<file path="src/rtl/mc_ctrl_fsm.sv">
// Multi-cycle RV32I control sequencer: drives shared-memory/ALU datapath selects and enables.
// Optional MC_PERF_CNT_EN adds cycle_cnt / instret_cnt performance counters.
module mc_ctrl_fsm #(
  parameter logic [3:0] RESET_STATE = 4'd0
) (
  input  logic       clk,
  input  logic       reset,
  input  logic [6:0] opcode,
  input  logic       zero,
  input  logic       mem_ready,
  output logic       pc_write,
  output logic       adr_src,
  output logic       ir_write,
  output logic       mem_write,
  output logic       reg_write,
  output logic [1:0] result_src,
  output logic [1:0] alu_src_a,
  output logic [1:0] alu_src_b,
  output logic [1:0] alu_op,
  output logic [1:0] imm_src,
  output logic       illegal_instr,
  output logic [3:0] state_o
`ifdef MC_PERF_CNT_EN
  ,
  output logic [31:0] cycle_cnt,
  output logic [31:0] instret_cnt
`endif
);

  typedef enum logic [3:0] {
    FETCH    = 4'd0,
    DECODE   = 4'd1,
    MEMADR   = 4'd2,
    MEMREAD  = 4'd3,
    MEMWB    = 4'd4,
    MEMWRITE = 4'd5,
    EXECUTER = 4'd6,
    ALUWB    = 4'd7,
    EXECUTEI = 4'd8,
    JAL      = 4'd9,
    BEQ      = 4'd10
  } state_t;

  localparam logic [6:0] OP_LOAD  = 7'b0000011;
  localparam logic [6:0] OP_STORE = 7'b0100011;
  localparam logic [6:0] OP_RTYPE = 7'b0110011;
  localparam logic [6:0] OP_ITYPE = 7'b0010011;
  localparam logic [6:0] OP_JAL   = 7'b1101111;
  localparam logic [6:0] OP_BEQ   = 7'b1100011;

  state_t state;
  state_t next_state;
  logic   legal_op;

  always_comb begin
    case (opcode)
      OP_LOAD, OP_STORE, OP_RTYPE, OP_ITYPE, OP_JAL, OP_BEQ: legal_op = 1'b1;
      default:                                               legal_op = 1'b0;
    endcase
  end

  always_ff @(posedge clk) begin
    if (reset) state <= state_t'(RESET_STATE);
    else       state <= next_state;
  end

  // Unused encodings 11-15 fall through to the default and recover to FETCH.
  always_comb begin
    next_state = FETCH;
    case (state)
      FETCH:    next_state = mem_ready ? DECODE : FETCH;
      DECODE: begin
        case (opcode)
          OP_LOAD, OP_STORE: next_state = MEMADR;
          OP_RTYPE:          next_state = EXECUTER;
          OP_ITYPE:          next_state = EXECUTEI;
          OP_JAL:            next_state = JAL;
          OP_BEQ:            next_state = BEQ;
          default:           next_state = FETCH;
        endcase
      end
      MEMADR:   next_state = opcode[5] ? MEMWRITE : MEMREAD;
      MEMREAD:  next_state = mem_ready ? MEMWB : MEMREAD;
      MEMWB:    next_state = FETCH;
      MEMWRITE: next_state = mem_ready ? FETCH : MEMWRITE;
      EXECUTER: next_state = ALUWB;
      EXECUTEI: next_state = ALUWB;
      ALUWB:    next_state = FETCH;
      JAL:      next_state = ALUWB;
      BEQ:      next_state = FETCH;
      default:  next_state = FETCH;
    endcase
  end

  // Everything is forced low while reset is high so an abandoned instruction cannot write.
  always_comb begin
    pc_write      = 1'b0;
    adr_src       = 1'b0;
    ir_write      = 1'b0;
    mem_write     = 1'b0;
    reg_write     = 1'b0;
    result_src    = 2'b00;
    alu_src_a     = 2'b00;
    alu_src_b     = 2'b00;
    alu_op        = 2'b00;
    imm_src       = 2'b00;
    illegal_instr = 1'b0;
    if (!reset) begin
      case (opcode)
        OP_STORE: imm_src = 2'b01;
        OP_BEQ:   imm_src = 2'b10;
        OP_JAL:   imm_src = 2'b11;
        default:  imm_src = 2'b00;
      endcase
      case (state)
        FETCH: begin
          alu_src_b  = 2'b10;
          result_src = 2'b10;
          ir_write   = mem_ready;
          pc_write   = mem_ready;
        end
        DECODE: begin
          alu_src_a     = 2'b01;
          alu_src_b     = 2'b01;
          illegal_instr = ~legal_op;
        end
        MEMADR: begin
          alu_src_a = 2'b10;
          alu_src_b = 2'b01;
        end
        MEMREAD:  adr_src = 1'b1;
        MEMWB: begin
          result_src = 2'b01;
          reg_write  = 1'b1;
        end
        MEMWRITE: begin
          adr_src   = 1'b1;
          mem_write = 1'b1;
        end
        EXECUTER: begin
          alu_src_a = 2'b10;
          alu_op    = 2'b10;
        end
        EXECUTEI: begin
          alu_src_a = 2'b10;
          alu_src_b = 2'b01;
          alu_op    = 2'b10;
        end
        ALUWB:    reg_write = 1'b1;
        JAL: begin
          alu_src_a = 2'b01;
          alu_src_b = 2'b10;
          pc_write  = 1'b1;
        end
        BEQ: begin
          alu_src_a = 2'b10;
          alu_op    = 2'b01;
          pc_write  = zero;
        end
        default: ;
      endcase
    end
  end

  assign state_o = reset ? 4'd0 : state;

`ifdef MC_PERF_CNT_EN
  logic retire;

  // An instruction retires on any return to FETCH except the illegal-opcode bailout from DECODE.
  assign retire = (state != FETCH) && (next_state == FETCH) &&
                  !((state == DECODE) && !legal_op);

  always_ff @(posedge clk) begin
    if (reset) begin
      cycle_cnt   <= 32'd0;
      instret_cnt <= 32'd0;
    end else begin
      cycle_cnt <= cycle_cnt + 32'd1;
      if (retire) instret_cnt <= instret_cnt + 32'd1;
    end
  end
`endif

endmodule
</file>
<file path="config.mk">
export PLATFORM = sky130hd
export DESIGN_NAME = mc_ctrl_fsm
export DESIGN_NICKNAME = d
export VERILOG_FILES = /design/src/rtl/mc_ctrl_fsm.sv
export SDC_FILE = /design/constraint.sdc
export NUM_CORES = 1
export LEC_CHECK = 0
export BUFFER_PORTS_ARGS = -buffer_cell sky130_fd_sc_hd__buf_2
export CAP_MARGIN = 5
export CORE_MARGIN = 2
export CORE_UTILIZATION = 40
export DETAILED_ROUTE_END_ITERATION = 16
export PLACE_DENSITY = 0.72
export SYNTH_ARGS = -nofsm -noshare
export SYNTH_HDL_FRONTEND = slang
export SYNTH_SLANG_ARGS = --single-unit
export TNS_END_PERCENT = 100
</file>
<file path="constraint.sdc">
create_clock -name clk -period 1.8 [get_ports clk]
set_clock_uncertainty 0.05 [all_clocks]
set_input_delay 0.27 -clock clk [delete_from_list [all_inputs] [get_ports clk]]
set_output_delay 0.27 -clock clk [all_outputs]
set_load 0.01 [all_outputs]
</file>
==> results of run 1 <==
## final cells by class
type	count	area, um2	share of cell area (%)
Inverter	2	7.51	0.882
Timing Repair Buffer	39	218	25.6
Tap cell	15	18.8	2.21
Multi-Input combinational cell	73	494	58.1
Sequential cell	4	90.1	10.6
Clock buffer	3	22.5	2.65
## placed cells by master (no fill, tap or decap), drive strengths merged, types with 3 or more instances in the layout
master,n
a21oi,6
buf,39
clkbuf,3
dfxtp,4
nand2,4
nand2b,7
nor2,6
nor2b,4
nor3,10
o21ai,4
or3,4
## worst min-delay path by stage
stage	to	slack, ns
CTS	state[3]	0.32
finish	state[3]	0.32
detailed placement	state[3]	0.56
global route	state[3]	0.35
floorplan	state[3]	0.41
global placement	state[3]	0.56
## logic make-up after synthesis
| logic type | share of synthesized area, % |
|---|---|
| xor gates and xnor gates | 4.44 |
| DFF | 13.5 |
| adders and majority gates | 1.69 |
| buffers and inverters | 8.46 |
| and+or+nand+nor | 46.1 |
| AOI/OAI and AO/OA | 25.8 |
## critical path: cells and delay by family (launching register included)
family | cells | cell delay, ns
DFF | 1 | 0.37
and+or+nand+nor | 3 | 0.76
buffers and inverters | 1 | 0.12
## metal layers
layer / track usage, % / up-vias
li1: - / 388
met1: 25.1 / 366
met2: 35.7 / 25
met3: 1.29 / 2
met4: 9.38 / 0
met5: 0 / -
## timing repair
item | CTS | global route
endpoints found under the setup margin | 6 | 7
pin swaps | 0 | 1
hold buffers | 0 | 0
setup buffers | 0 | 2
gates resized for setup | 4 | 9
## cells in the mapped netlist (2+ instances only)
cell type / n / area (um2)
nor3_1: 10 / 50.1
clkbuf_1: 7 / 26.3
a21oi_1: 6 / 30.0
nand2b_1: 6 / 37.5
nor2_1: 6 / 22.5
dfxtp_1: 4 / 80.1
nand2_1: 4 / 15.0
nor2b_1: 4 / 25.0
o21ai_0: 4 / 20.0
or3_1: 3 / 18.8
a31oi_1: 2 / 12.5
inv_1: 2 / 7.51
nor3b_1: 2 / 15.0
or2_2: 2 / 12.5
xnor2_1: 2 / 17.5
## stage by stage
stage | hold WS, ns | utilization (%)
2_1_floorplan | 0.407 | -
3_3_place_gp | 0.558 | 57.8
3_5_place_dp | 0.565 | 57.8
4_1_cts | 0.320 | 59.9
5_1_grt | 0.352 | 63.8
6_report | 0.319 | 63.8
## power by group through the flow
stage	registers [uW]	clock network (uW)	logic, uW
floorplan	92.5	0	56.7
global placement	96.4	0	87.9
detailed placement	96.7	0	89.7
CTS	95.0	113	90.6
global route	93.3	127	112
finish	93.1	114	102
==> flow_metrics.py, run 1 <==
metrics = {
    "outcome": {
        "status": "finished, violations left",
        "violations": "negative setup slack",
    },
    "critical_path": {
        "r2r_setup_slack_ns": 0.25,
        "reg2reg_depth": 4,
        "endpoint": "ir_write",
        "cp.arrival_ns": 1.49,
        "cp-startpoint": "state[0]",
        "critPathRequiredTime_ns": 1.48,
        "reg2reg_to": "state[0]",
        "max_stage_delay_ns": 0.53,
        "startpoint_type": "register",
        "worst-path-max-fanout": 7,
        "path_cells": "or4_4, nor2_4, and2_1, buf_2",
        "critical_path_class": "register to output pin",
        "end_kind": "output pin",
        "r2r_start": "state[1]",
        "slowest_stage": "or4_4",
    },
    "final_layout": {
        "area_delta_synth_final_pct": 43.8,
        "final_nets": 134,
        "largest_register": "state",
        "drive_above_1_share_pct": 46.3,
        "layoutNonFillerInstCount": 136,
        "largest_reg_flops": 4,
        "diodes": 0,
        "reg_top3": "state x4",
        "n_fill_cell": 128,
        "fin_area_um2": 851,
    },
    "clock_tree": {
        "clockBufferDepth": 2,
        "cts_max_level": 1,
        "cts.clk_slew.worst_paths_ns": 0.04,
        "clock-sinks": 4,
        "tritoncts": "done",
        "cts_root_buffer": "clkbuf_4",
        "clk-insertion-delay-late_ns": 0.24,
        "cts_buffers": 3,
    },
    "drt": {
        "wl_per_cell_um": 12.9,
        "drt_iter0_markers": 16,
        "via_per_inst": 5.74,
        "drc": 0,
        "wirelength_met1_um": 781,
        "firstDrtPassIters": 4,
        "wirelength_um": 1750,
        "wl_met2_um": 874,
        "wl_met3_um": 80,
        "postRouteAntennaNets": 0,
        "num_vias": 781,
        "routed.top_layer": "met4",
    },
    "power": {
        "p_per_area_nw_per_um2": 363,
        "seq_power_share_pct": 30.1,
        "p_sw_uw": 96.8,
        "power_uw": 309,
        "intPower_uw": 212,
        "swShare_pct": 31.3,
        "ir_worst_vdd_mv": 0.232,
        "p_comb_share_pct": 32.9,
        "p_leak_uw": 0.000383,
        "pwr-share-clk_pct": 37.0,
    },
    "synth": {
        "synth_seq_cells": 4,
        "syn-cell-area_um2": 592,
        "netlist-cell-type-count": 39,
        "synth_fp_nets": 99,
        "avgSynthCellArea_um2": 6.73,
        "ys_async_sr_fraction_pct": 0,
        "yosysWarnings": 0,
        "synth-edff-count": 0,
        "ys_seq_area_share_pct": 13.5,
        "syn_inst": 88,
        "synth-main-ff-cell": "dfxtp_1",
    },
    "sta": {
        "max_slew.worst_pin.slew_ns": 0.329,
        "finalHoldViolCount": 0,
        "finalWorstSetupSlack_ns": -0.00586,
        "max_freq_mhz": 554,
        "final.setup.tns_ns": -0.00586,
        "timing.final.crit_share_pct": 100,
        "rsz0062_at_grt": "yes",
        "slew_headroom_pct": 77.5,
        "slew_violations": 0,
        "fin_crit_ns": 1.81,
        "finalSetupViolCount": 1,
    },
    "place": {
        "dpl.cell_count": 131,
        "dpl-instance-area_um2": 771,
        "dp_hpwl_um": 1260,
        "io_buffers": 30,
        "globalplace.congestion": 0.821,
        "pre_cts_ws_ns": 0.160,
    },
    "floorplan": {
        "std_cell_rows": 13,
        "coreArea_um2": 1330,
        "die_h_um": 42.5,
        "die_w_um": 42.5,
        "fp.dieArea_um2": 1800,
        "io_pins": 31,
        "floorplan.initialDensity_pct": 44.4,
    },
    "global_routing": {
        "grt_pass1_wl_um": 2900,
        "antenna_found_initial": 0,
        "grt_pass1_vias": 690,
        "grt-ovfl-total": 0,
        "grt_use_total_pct": 20.4,
        "grt_max_degree": 18,
    },
    "min_path": {
        "min_path_type": "input pin to register",
        "holdPathStages": 3,
        "hp-start": "opcode[4]",
    },
    "run": {
        "maxCapViolations": 0,
    },
}
No activity file was read; power rests on OpenSTA's default activity.
==> run 2, diff against run 1 <==
--- a/config.mk
+++ b/config.mk
@@ -7,2 +7,3 @@
 export LEC_CHECK = 0
+export ABC_AREA = 1
 export BUFFER_PORTS_ARGS = -buffer_cell sky130_fd_sc_hd__buf_2
@@ -12,3 +13,3 @@
 export DETAILED_ROUTE_END_ITERATION = 16
-export PLACE_DENSITY = 0.72
+export PLACE_DENSITY = 0.74
 export SYNTH_ARGS = -nofsm -noshare
--- a/constraint.sdc
+++ b/constraint.sdc
@@ -4,2 +4,2 @@
 set_output_delay 0.27 -clock clk [all_outputs]
-set_load 0.01 [all_outputs]
+set_load 0.005 [all_outputs]
==> run 2 against run 1 <==
Net effect:
- the run now ends clean
- sequential power is 0.4% higher
- sequential cell count unchanged
- register-to-register slack improved by 0.35 ns
- area after synthesis down 7.0%
- highest routed layer unchanged
- largest cell class unchanged
- cell count increased by 16%
- sequential share of layout area increased by 0.49 points
- non-clock buffer count shrank 9
- utilization is 7.3 points lower
==> flow_metrics.py, run 2 <==
metrics = {
    "outcome": {
        "status": "finished, final reports clean",
    },
    "drt": {
        "postRouteAntennaNets": 0,
        "drt_iter0_markers": 10,
        "routed.top_layer": "met4",
        "drc": 0,
        "wirelength_um": 1420,
        "wl_met3_um": 71,
        "wirelength_met1_um": 610,
        "firstDrtPassIters": 4,
        "wl_per_cell_um": 8.98,
        "wl_met2_um": 731,
        "num_vias": 759,
        "via_per_inst": 4.80,
    },
    "place": {
        "pre_cts_ws_ns": 0.370,
        "dp_hpwl_um": 1210,
        "io_buffers": 30,
        "globalplace.congestion": 0.849,
    },
    "final_layout": {
        "area_delta_synth_final_pct": 33.4,
        "largest_reg_flops": 4,
        "n_fill_cell": 151,
        "reg_top3": "state x4",
        "drive_above_1_share_pct": 31.5,
        "layout_common_cells": "buf_2 (30), nor2_1 (28), nand2_1 (27)",
        "layout_commonest_cell": "buf_2",
        "diodes": 0,
        "final_nets": 156,
        "largest_register": "state",
    },
    "clock_tree": {
        "cts.clk_slew.worst_paths_ns": 0.04,
        "cts_max_level": 1,
        "cts_root_buffer": "clkbuf_4",
        "ctsHoldBuffers": 0,
        "tritoncts": "done",
        "clockBufferDepth": 2,
        "clk-insertion-delay-late_ns": 0.23,
        "clock-sinks": 4,
        "cts_buffers": 3,
        "cts_setup_buffers": 0,
    },
    "synth": {
        "ys_seq_area_share_pct": 14.5,
        "synth_fa_ha_area_share_pct": 0,
        "syn_inst": 112,
        "ys_async_sr_fraction_pct": 0,
        "synth_top_family_by_area": "simple AND/OR/NAND/NOR gates",
        "yosys.area_share.simple_pct": 60.5,
        "synth-main-ff-cell": "dfxtp_1",
        "synth_fp_nets": 123,
        "synth.area.top_cells": "nor2_1 (19%), nand2_1 (18%), dfxtp_1 (15%)",
        "synth-xor-area-share_pct": 0,
        "synth_seq_cells": 4,
        "synth-edff-count": 0,
        "synth.top_cell.area_share_pct": 19.1,
        "netlist-cell-type-count": 18,
        "muxShareOfSynthArea_pct": 0,
        "avgSynthCellArea_um2": 4.92,
        "yosysWarnings": 0,
        "synth_compound_area_share_pct": 10.5,
        "yosysMostFrequentCell": "nor2_1",
        "synthTopCellsByCount": "nor2_1 (28), nand2_1 (27), inv_1 (16)",
        "post-synth-top-area-cell": "nor2_1",
        "syn-cell-area_um2": 551,
    },
    "floorplan": {
        "coreArea_um2": 1300,
        "die_w_um": 41.1,
        "io_pins": 31,
        "fp.dieArea_um2": 1690,
        "floorplan.initialDensity_pct": 42.3,
        "std_cell_rows": 13,
        "die_h_um": 41.1,
    },
    "critical_path": {
        "cp-startpoint": "state[0]",
        "cp.arrival_ns": 1.33,
        "critPathRequiredTime_ns": 1.48,
        "r2r_start": "state[1]",
        "startpoint_type": "register",
        "critical_path_class": "register to output pin",
        "worst-path-max-fanout": 6,
        "end_kind": "output pin",
    },
    "min_path": {
        "min_path_type": "input pin to register",
        "hp-start": "reset",
    },
    "sta": {
        "slew_headroom_pct": 78.3,
        "finalHoldViolCount": 0,
        "finalWorstSetupSlack_ns": 0.154,
        "rsz0062_at_grt": "no",
        "timing.final.crit_share_pct": 91.4,
        "final.setup.tns_ns": 0,
        "max_freq_mhz": 608,
        "fin_crit_ns": 1.65,
        "holdWs_ns": 0.360,
        "slew_violations": 0,
        "finalSetupViolCount": 0,
        "max_slew.worst_pin.slew_ns": 0.326,
    },
    "power": {
        "swShare_pct": 29.9,
        "pwr-share-clk_pct": 40.2,
        "p_sw_uw": 82.8,
        "p_per_area_nw_per_um2": 377,
        "ir_worst_vdd_mv": 0.186,
        "p_comb_share_pct": 26.0,
        "p_leak_uw": 0.000477,
        "intPower_uw": 194,
        "seq_power_share_pct": 33.8,
    },
    "global_routing": {
        "grt_pass1_wl_um": 2440,
        "grt_use_total_pct": 21.0,
        "grt_max_degree": 20,
        "grt-ovfl-total": 0,
        "grt_pass1_vias": 674,
        "antenna_found_initial": 0,
    },
    "run": {
        "maxCapViolations": 0,
    },
}
==> run 2: per-layer routing <==
metal	vias to the layer above	track usage (%)
met4	0	7.26
li1	407	-
met1	324	20.8
met2	26	43.8
met3	2	1.63
met5	-	0
==> run 2: final timing paths <==
path / endpoint / slack (ns) / cells after the start
min: state[2] / 0.36 / 2
max: illegal_instr / 0.15 / 7
min reg2reg: state[3] / 0.63 / 5
max reg2reg: state[2] / 0.60 / 9
==> run 2: kinds of logic after synthesis <==
family,Yosys count
buffers and inverters,21
and+or+nand+nor,76
DFF,4
AOI/OAI and AO/OA,11
==> run 2: final cells by class <==
| class | instances | area [um2] | share of cell area, % |
|---|---|---|---|
| Tap cell | 15 | 18.8 | 2.56 |
| Timing Repair Buffer | 30 | 150 | 20.4 |
| Sequential cell | 4 | 81.3 | 11.1 |
| Clock buffer | 3 | 22.5 | 3.07 |
| Inverter | 19 | 71.3 | 9.71 |
| Multi-Input combinational cell | 87 | 390 | 53.2 |
==> run 2: critical path: stages (launching register included) <==
cell and delay (ns):
dfxtp_1 0.41, nand2_2 0.13, nor3_2 0.14, nand2_1 0.09
inv_1 0.08, nand3_1 0.06, nor2_1 0.08, buf_2 0.11
==> run 2: through the flow <==
stage / util, % / cells / area [um2] / power [uW]
finish: 56.4 / 158 / 734 / 277
global route: 56.4 / 158 / 734 / 292
CTS: 56.3 / 158 / 733 / 278
detailed placement: 54.6 / 155 / 711 / 168
global placement: 54.6 / 155 / 711 / 165
floorplan: - / 112 / 551 / 137
==> run 2: power by group through the flow <==
stage / registers, uW / logic, uW / clock network (uW)
final: 93.5 / 72.0 / 111
after global routing: 94.0 / 84.0 / 114
after global placement: 94.8 / 70.6 / 0
after detailed placement: 94.9 / 72.6 / 0
after CTS: 93.5 / 72.9 / 111
after floorplan: 94.4 / 42.5 / 0
==> run 2: what timing repair did <==
action,4_1_cts,5_1_grt
gates resized for setup,0,1
endpoints found under the setup margin,0,1
endpoints found under the hold margin,0,0
==> run 3, diff against run 2 <==
--- a/config.mk
+++ b/config.mk
@@ -11,5 +11,5 @@
 export CORE_MARGIN = 2
-export CORE_UTILIZATION = 40
+export CORE_UTILIZATION = 42
 export DETAILED_ROUTE_END_ITERATION = 16
-export PLACE_DENSITY = 0.74
+export PLACE_DENSITY = 0.77
 export SYNTH_ARGS = -nofsm -noshare
==> constraint.sdc (replaced) <==
create_clock -name clk -period 1.8 [get_ports clk]
set_clock_uncertainty 0.05 [all_clocks]
set_input_delay 0.18 -clock clk [delete_from_list [all_inputs] [get_ports clk]]
set_output_delay 0.18 -clock clk [all_outputs]
set_load 0.005 [all_outputs]
==> run 3 against run 2 <==
Net effect:
- fmax up 4.9%
- die area down 4.3%
- clock-buffer cell count unchanged
- register-to-register slack worse by 0.06 ns
- critical path depth up 1
- cell count unchanged
- sequential share of layout area down 0.15 points
- sequential cell count unchanged
- via count down 1.4%
- final area down 0.17%
- utilization up 1.3 points
- combinational power down 1%
- critical path type unchanged
- highest routed layer unchanged
==> flow_metrics.py, run 3 (synthesized netlist as in run 2, its figures left out) <==
metrics = {
    "critical_path": {
        "r2r_setup_slack_ns": 0.54,
        "critical_path_class": "register to output pin",
        "slowest_stage": "dfxtp_1",
        "end_kind": "output pin",
        "critPathRequiredTime_ns": 1.57,
        "critPathBufInv": 3,
        "crit_top_cell": "nand2_2",
        "max_stage_delay_ns": 0.40,
        "startpoint_type": "register",
        "crit_family": "flip-flops",
        "cp.arrival_ns": 1.34,
        "path_cells": "inv_2, nand2_2, inv_1, nand2_2, o21ai_0, a21oi_1, nor2_1, buf_2",
        "worst-path-max-fanout": 6,
    },
    "floorplan": {
        "std_cell_rows": 13,
        "die_h_um": 40.2,
        "fp.dieArea_um2": 1620,
        "coreArea_um2": 1270,
        "die_w_um": 40.2,
        "floorplan.initialDensity_pct": 43.4,
        "io_pins": 31,
    },
    "min_path": {
        "min_path_type": "input pin to register",
    },
    "power": {
        "seq_power_share_pct": 34.6,
        "swShare_pct": 28.4,
        "p_comb_share_pct": 26.4,
        "power_uw": 270,
        "intPower_uw": 193,
        "ir_worst_vdd_mv": 0.223,
        "p_leak_uw": 0.000477,
        "pwr-share-clk_pct": 39.0,
        "p_sw_uw": 76.6,
        "p_per_area_nw_per_um2": 368,
    },
    "final_layout": {
        "layout_commonest_cell": "buf_2",
        "layout_common_cells": "buf_2 (30), nor2_1 (28), nand2_1 (27)",
        "drive_above_1_share_pct": 30.8,
        "n_fill_cell": 125,
        "largest_reg_flops": 4,
        "area_delta_synth_final_pct": 33.2,
        "largest_register": "state",
        "diodes": 0,
        "reg_top3": "state x4",
        "layoutNonFillerInstCount": 158,
        "final_nets": 156,
        "fin_area_um2": 733,
    },
    "sta": {
        "fin_crit_ns": 1.57,
        "finalHoldViolCount": 0,
        "max_freq_mhz": 637,
        "timing.final.crit_share_pct": 87.2,
        "final.setup.tns_ns": 0,
        "slew_violations": 0,
        "slew_headroom_pct": 78.6,
        "max_slew.worst_pin.slew_ns": 0.321,
        "finalSetupViolCount": 0,
        "rsz0062_at_grt": "no",
    },
    "run": {
        "maxCapViolations": 0,
    },
    "drt": {
        "via_per_inst": 4.73,
        "firstDrtPassIters": 4,
        "num_vias": 748,
        "postRouteAntennaNets": 0,
        "wl_per_cell_um": 8.66,
        "drt_iter0_markers": 13,
        "drc": 0,
        "wirelength_um": 1370,
    },
    "clock_tree": {
        "clockBufferDepth": 2,
        "cts_buffers": 3,
        "cts-resized-gates": 0,
        "cts_max_level": 1,
        "ctsHoldBuffers": 0,
        "cts_root_buffer": "clkbuf_4",
        "clock-sinks": 4,
        "tritoncts": "done",
        "clk-insertion-delay-late_ns": 0.23,
        "cts.clk_slew.worst_paths_ns": 0.04,
        "cts_setup_buffers": 0,
    },
    "place": {
        "dpl.cell_count": 155,
        "dpl-instance-area_um2": 711,
        "io_buffers": 30,
        "globalplace.congestion": 0.823,
        "dp_hpwl_um": 1150,
    },
    "outcome": {
        "status": "finished, final reports clean",
    },
    "global_routing": {
        "grt_pass1_vias": 594,
        "grt_pass1_wl_um": 2190,
        "grt-ovfl-total": 0,
        "grt_use_total_pct": 19.6,
        "antenna_found_initial": 0,
        "grt_max_degree": 20,
    },
}
[run 3: final cells by class]
type,count,area (um2),area share [%]
multi-input combinational,87,390,53.2
timing repair buffer,30,150,20.5
tap,15,18.8,2.56
sequential,4,80.1,10.9
clock buffer,3,22.5,3.07
inverter,19,71.3,9.73
[run 3: final timing paths]
| path | startpoint | to | cells after the start |
|---|---|---|---|
| worst max register to register | state[1] | state[2] | 9 |
| worst min-delay path | mem_ready | state[2] | 5 |
| worst min register to register | state[3] | state[3] | 5 |
| worst max-delay path | state[1] | pc_write | 8 |
[run 3: power groups by stage]
stage / combinational (uW) / clock (uW) / sequential, uW
global placement: 70.4 / 0 / 94.8
floorplan: 42.5 / 0 / 94.4
CTS: 72.0 / 108 / 93.5
detailed placement: 71.7 / 0 / 94.9
global route: 82.2 / 112 / 93.7
finish: 71.3 / 105 / 93.5
[run 3: per-layer routing]
| metal | up-vias | global-route usage, % | wire length [um] |
|---|---|---|---|
| met1 | 310 | 19.7 | 633 |
| met5 | - | 0 | 0 |
| li1 | 411 | - | - |
| met3 | 2 | 3.33 | 72 |
| met4 | 0 | 5.00 | 17 |
| met2 | 25 | 40.3 | 645 |
[run 3: tightest hold or removal path, delay by kind of cell]
family | cells | cell delay (ns)
AND/OR/NAND/NOR | 4 | 0.23
buffers and inverters | 1 | 0.10
[run 3: metrics by stage]
stage	worst slack, ns	hold WS, ns	util, %
final	0.230	0.275	57.8
after global routing	0.0951	0.297	57.8
after global placement	0.467	0.505	56.0
after CTS	0.219	0.272	57.8
after detailed placement	0.465	0.507	56.0
after floorplan	0.637	0.359	-
